`src/rtl/regfile_sequencer.sv`:
```
// Four-phase (IDLE/READ/EXEC/WRITE) instruction sequencer driving an external
// register file: one instruction is fetched, read, executed and written back every 4 cycles.
module regfile_sequencer #(
  parameter int b   = 8,
  parameter int N_b = 4
) (
  input  logic           clk,
  input  logic           reset,
  input  logic           instr_valid,
  output logic           instr_ready,
  input  logic [15:0]    instr,
  input  logic [b-1:0]   x,
  input  logic [b-1:0]   y,
  output logic           x_enb,
  output logic           y_enb,
  output logic           z_enb,
  output logic [N_b-1:0] x_sel,
  output logic [N_b-1:0] y_sel,
  output logic [N_b-1:0] z_sel,
  output logic [b-1:0]   z,
  output logic           carry,
  output logic           zero,
  output logic           done,
  output logic           err
);

  typedef enum logic [1:0] {IDLE, READ, EXEC, WRITE} state_t;

  localparam logic [3:0] OP_NOP = 4'd0;
  localparam logic [3:0] OP_MOV = 4'd1;
  localparam logic [3:0] OP_ADD = 4'd2;
  localparam logic [3:0] OP_SUB = 4'd3;
  localparam logic [3:0] OP_AND = 4'd4;
  localparam logic [3:0] OP_OR  = 4'd5;
  localparam logic [3:0] OP_XOR = 4'd6;
  localparam logic [3:0] OP_NOT = 4'd7;
  localparam logic [3:0] OP_LDI = 4'd8;

  state_t         state_r;
  logic [15:0]    instr_r;
  logic [b-1:0]   opa_r;
  logic [b-1:0]   opb_r;
  logic [3:0]     op_s;
  logic [3:0]     in_op_s;
  logic           in_reads_s;
  logic [b:0]     alu_s;
  logic           writes_s;
  logic           arith_s;
  logic           illegal_s;

  assign op_s    = instr_r[15:12];
  assign in_op_s = instr[15:12];
  assign in_reads_s = !((in_op_s == OP_NOP) || (in_op_s == OP_LDI));

  // Result and flag-update decode for the latched instruction.
  always_comb begin
    alu_s     = '0;
    writes_s  = 1'b1;
    arith_s   = 1'b0;
    illegal_s = 1'b0;
    case (op_s)
      OP_NOP: writes_s = 1'b0;
      OP_MOV: alu_s = {1'b0, opa_r};
      OP_ADD: begin
        alu_s   = {1'b0, opa_r} + {1'b0, opb_r};
        arith_s = 1'b1;
      end
      // Bit b of the widened difference is the borrow (A < B unsigned).
      OP_SUB: begin
        alu_s   = {1'b0, opa_r} - {1'b0, opb_r};
        arith_s = 1'b1;
      end
      OP_AND: alu_s = {1'b0, opa_r & opb_r};
      OP_OR:  alu_s = {1'b0, opa_r | opb_r};
      OP_XOR: alu_s = {1'b0, opa_r ^ opb_r};
      OP_NOT: alu_s = {1'b0, ~opa_r};
      OP_LDI: alu_s = (b+1)'(instr_r[7:0]);
      default: begin
        writes_s  = 1'b0;
        illegal_s = 1'b1;
      end
    endcase
  end

  // Sequencer FSM with all outputs registered.
  always_ff @(posedge clk or posedge reset) begin
    if (reset) begin
      state_r     <= IDLE;
      instr_r     <= 16'h0000;
      opa_r       <= '0;
      opb_r       <= '0;
      instr_ready <= 1'b1;
      x_enb       <= 1'b0;
      y_enb       <= 1'b0;
      z_enb       <= 1'b0;
      x_sel       <= '0;
      y_sel       <= '0;
      z_sel       <= '0;
      z           <= '0;
      carry       <= 1'b0;
      zero        <= 1'b0;
      done        <= 1'b0;
      err         <= 1'b0;
    end else begin
      case (state_r)
        IDLE: begin
          z_enb <= 1'b0;
          done  <= 1'b0;
          err   <= 1'b0;
          if (instr_valid) begin
            instr_r     <= instr;
            instr_ready <= 1'b0;
            x_sel       <= N_b'(instr[7:4]);
            y_sel       <= N_b'(instr[3:0]);
            x_enb       <= in_reads_s;
            y_enb       <= in_reads_s;
            state_r     <= READ;
          end
        end
        READ: begin
          opa_r   <= x;
          opb_r   <= y;
          x_enb   <= 1'b0;
          y_enb   <= 1'b0;
          state_r <= EXEC;
        end
        EXEC: begin
          z     <= alu_s[b-1:0];
          z_sel <= N_b'(instr_r[11:8]);
          if (writes_s) begin
            zero <= (alu_s[b-1:0] == '0);
          end
          if (arith_s) begin
            carry <= alu_s[b];
          end
          z_enb   <= writes_s;
          done    <= 1'b1;
          err     <= illegal_s;
          state_r <= WRITE;
        end
        WRITE: begin
          z_enb       <= 1'b0;
          done        <= 1'b0;
          err         <= 1'b0;
          instr_ready <= 1'b1;
          state_r     <= IDLE;
        end
        default: begin
          state_r     <= IDLE;
          instr_ready <= 1'b1;
          x_enb       <= 1'b0;
          y_enb       <= 1'b0;
          z_enb       <= 1'b0;
          done        <= 1'b0;
          err         <= 1'b0;
        end
      endcase
    end
  end

endmodule

```
`config.mk`:
```
export PLATFORM = sky130hd
export DESIGN_NAME = regfile_sequencer
export DESIGN_NICKNAME = d
export VERILOG_FILES = /design/src/rtl/regfile_sequencer.sv
export SDC_FILE = /design/constraint.sdc
export NUM_CORES = 1
export LEC_CHECK = 0
export BUFFER_PORTS_ARGS = -buffer_cell sky130_fd_sc_hd__buf_2
export CORE_ASPECT_RATIO = 2
export CORE_UTILIZATION = 45
export CTS_CLUSTER_DIAMETER = 60
export DETAILED_ROUTE_END_ITERATION = 8
export PLACE_DENSITY = 0.69
export REMOVE_ABC_BUFFERS = 1
export SETUP_SLACK_MARGIN = 0.3
export SYNTH_ARGS = -nofsm -noshare
export SYNTH_HDL_FRONTEND = slang
export SYNTH_SLANG_ARGS = --single-unit
```
`constraint.sdc`:
```
create_clock -name clk -period 2.9 [get_ports clk]
set_input_delay 0.145 -clock clk [delete_from_list [all_inputs] [get_ports clk]]
set_output_delay 0.145 -clock clk [all_outputs]
set_load 0.1 [all_outputs]
```
==> implementation parameters <==
Parameter                              Value

Worst setup path
  Family with the most delay on the worst path ... compound AO/OA/AOI/OAI gates
  Critical Path RT ... 3100 ps
  Max incr delay on CP ... between 300 and 400 ps
  Cell-by-cell trace of the critical path ... and2b_1 -> nand2_2 -> nor2_4 -> mux2_4 -> inv_2 -> ha_4 -> nor2b_4 -> o31a_1 -> o2111a_1 -> a211oi_2 -> o211ai_1 -> o31ai_2
  Data arrival time of the critical path ... 3060 ps
  Category of the most critical setup path ... register to register
  CP max-delay cell ... dfrtp_1
  Buf+Inv Stages, Crit Path ... 1
  Type of element capturing the critical path ... register
  Highest fanout seen on the critical path ... 4
  CP Launch Type ... register

Yosys
  Number of warnings reported in the yosys synthesis log ... 0
  Number of cells produced by synthesis ... between 300 and 400
  Count of state elements after synthesis ... 53
  Most frequent cell after synthesis ... dfrtp_1
  Share of synthesized registers carrying an async set or reset ... between 90% and 100%
  Leading cell types by total area after synthesis ... dfrtp_1, ha_1, mux2_2, nand2_1, o21ai_0
  Most frequently used flop master after synthesis ... dfrtp_1
  Count of different cell masters after synthesis ... 61
  Synthesized area ... between 0.003 and 0.004 mm2
  Post-synth top cells ... dfrtp_1, nand2_1, ha_1, o21ai_0, inv_1
  Post-synth EDFFs ... 0
  Sequential-to-total area share from yosys stat ... between 30% and 40%
  Mapped Avg Cell Area ... ~9.5 um2
  Largest area contributor in the netlist ... dfrtp_1
  Area share of the largest cell type after synthesis ... between 30 and 40%

STA
  Transition time at the pin with the least slew margin ... between 1000 and 1500 ps
  Final critical-path share of the clock period ... between 90% and 100%
  Final count of pins violating max slew ... 0
  Max Freq ... around 350 MHz
  Final critical delay including setup and external delays ... 2860 ps
  Setup Viol. Count Final ... 0
  Setup slack of the critical path after layout ... approximately 41 ps
  RSZ-0062 raised after global routing ... true
  Worst-case headroom to the max-slew limit ... 23.3%
  Count of final hold-check violations ... 0
  Clock skew after layout ... 2.10 ps

Min path
  Path category of the worst min-delay check ... input port to register

Cells and area
  # diodes ... 0
  Utilization after layout ... between 50% and 60%
  NumNets Final ... between 500 and 600
  Fraction of layout instances using a drive strength above 1 ... 35.4%
  Area added between synthesis and finish ... 22.0%
  Fill cell instance count of the final layout ... 729
  Post-layout instance count excluding filler cells ... approximately 540

Detailed routing
  Initial detailed-routing violation count ... 96
  Routed Wire Length ... 9.33 mm
  Average vias per placed instance ... around 5.5
  Post-detailed-route count of antenna-violating nets ... 0
  Detailed-route via count ... 2931
  Average wire per cell in the routed design ... roughly 17 um
  Residual DRC ... 0
  Router iterations before antenna repair ... 4

Clock network
  Clock buffers created by TritonCTS ... 5
  Worst-skew pair later-pin latency ... 290 ps
  Number of buffers between clock root and the deepest sink ... 2
  Post-CTS Hold Buffers ... 0
  Cell at the root of the clock tree ... clkbuf_16
  CTS clock-pin slew for the worst setup and hold paths ... 70 ps
  CTS sink cnt ... 53
  Clock tree from TritonCTS ... yes
  H-Tree Level Count ... 2

Floorplan
  Die width ... 64.1 um
  Placeable core region ... ~0.0075 mm2
  Die Y-Extent ... 126 um
  Boundary pin count ... 63
  Initial core utilization ... between 40% and 50%
  Cell row count ... 45
  Die area ... around 0.008 mm2

GRT
  First-pass GRT wire length ... between 10 and 15 mm
  Global-route layer with the greatest usage ... met2
  Pin count of the biggest net entering global routing ... 54
  Antenna violations before repair ... 0
  Met1 track demand over resource ... between 20% and 30%
  Number of global-route vias before repair ... roughly 3000
  GRT Total Usage ... roughly a quarter
  Grt met2 use ... a little under half
  Global route overflow ... 0
  Global Route met3 Usage ... under 10%

Flow run
  Count of max-cap constraint violations ... 0

Placed design
  Cell count after placement ... between 500 and 600
  HPWL after DPL ... ~7.1 mm
  RD Place Congestion ... between 0.9 and 1
  Worst slack, placed ... -93.7 ps
  I/O Buffers ... 62

Outcome
  Status ... complete, no violations
==> worst register-to-register path, stage by stage (launching register included) <==
cell and delay [ps]:
dfrtp_1 390, and2b_1 240, nand2_2 90, nor2_4 140
mux2_4 330, inv_2 70, ha_4 190, nor2b_4 120
o31a_1 300, o2111a_1 270, a211oi_2 260, o211ai_1 160
o31ai_2 220
==> cell families (layout without fill, tap and decap cells) <==
kind of cell,Yosys count,in the layout,share of synthesized area [%]
AO/OA/AOI/OAI,87,87,16.3
XOR/XNOR,10,10,2.52
adder cells (fa/ha/maj),31,31,11.4
buffers and inverters,51,127,7.96
flip-flops,53,53,38.2
multiplexers,25,25,8.07
AND/OR/NAND/NOR,108,108,15.6
==> per-layer routing <==
layer,vias to the layer above,routed length (um)
li1,1422,-
met1,1399,3210
met2,79,5280
met3,31,259
met4,0,575
met5,-,0
==> cells in the final DEF, fill, tap and decap left out, types with 3 or more instances in the layout <==
| master | count |
|---|---|
| o21a_1 | 4 |
| dfrtp_1 | 51 |
| ha_1 | 27 |
| buf_2 | 62 |
| nor2b_4 | 3 |
| nor2b_1 | 4 |
| a32oi_1 | 3 |
| a21oi_1 | 14 |
| nand3_1 | 5 |
| inv_1 | 25 |
| o22ai_2 | 3 |
| nand2_1 | 43 |
| buf_4 | 25 |
| nor3b_1 | 5 |
| inv_2 | 4 |
| o211ai_1 | 7 |
| nor2_1 | 22 |
| mux2_2 | 22 |
| xnor2_1 | 8 |
| o21ai_0 | 29 |
| clkbuf_16 | 5 |
| buf_6 | 3 |
==> stage by stage <==
stage	hold slack (ps)	area (um2)	TNS, ps
2_1_floorplan	262	3310	-979
3_3_place_gp	351	3860	-44.8
3_5_place_dp	357	3860	-93.7
4_1_cts	55.0	4120	0
5_1_grt	65.4	4240	-171
6_report	53.2	4240	0
==> sequential cells by signal, summed over array words and instances (netlist names) <==
register     cells
state_r          2
zero             1
instr_r         10
done             1
y_sel            3
carry            1
y_enb            1
instr_ready      1
x_sel            3
z_sel            4
opb_r            8
opa_r            8
err              1
z_enb            1
z                8
==> path summary, 6_finish.rpt <==
check,from,end,slack [ps],depth (start not counted)
worst max-delay path,instr_r[15],zero,40,12
worst min-delay path,y[4],opb_r[4],50,3
worst max register to register,instr_r[15],zero,40,12
worst min register to register,err,err,480,2
max in group asynchronous,reset,opb_r[1],1970,2
min in group asynchronous,reset,x_sel[2],150,2
==> cell type report <==
class,instances,area (um2),share of cell area [%]
inverters,29,109,2.57
flip-flops and latches,53,1330,31.3
well taps,94,118,2.77
repair buffers,90,532,12.5
clock buffers,6,129,3.04
clock inverters,2,38.8,0.915
multi-input cells,261,1990,46.8
==> what timing repair did <==
item / CTS / global route
buffers inserted: 4 / 7
pin swaps: 10 / 14
endpoints found under the setup margin: 8 / 8
gates resized for setup: 15 / 17
Power is not shown: default switching activity piles up to over one toggle a cycle in this logic, so the estimate is an artifact.
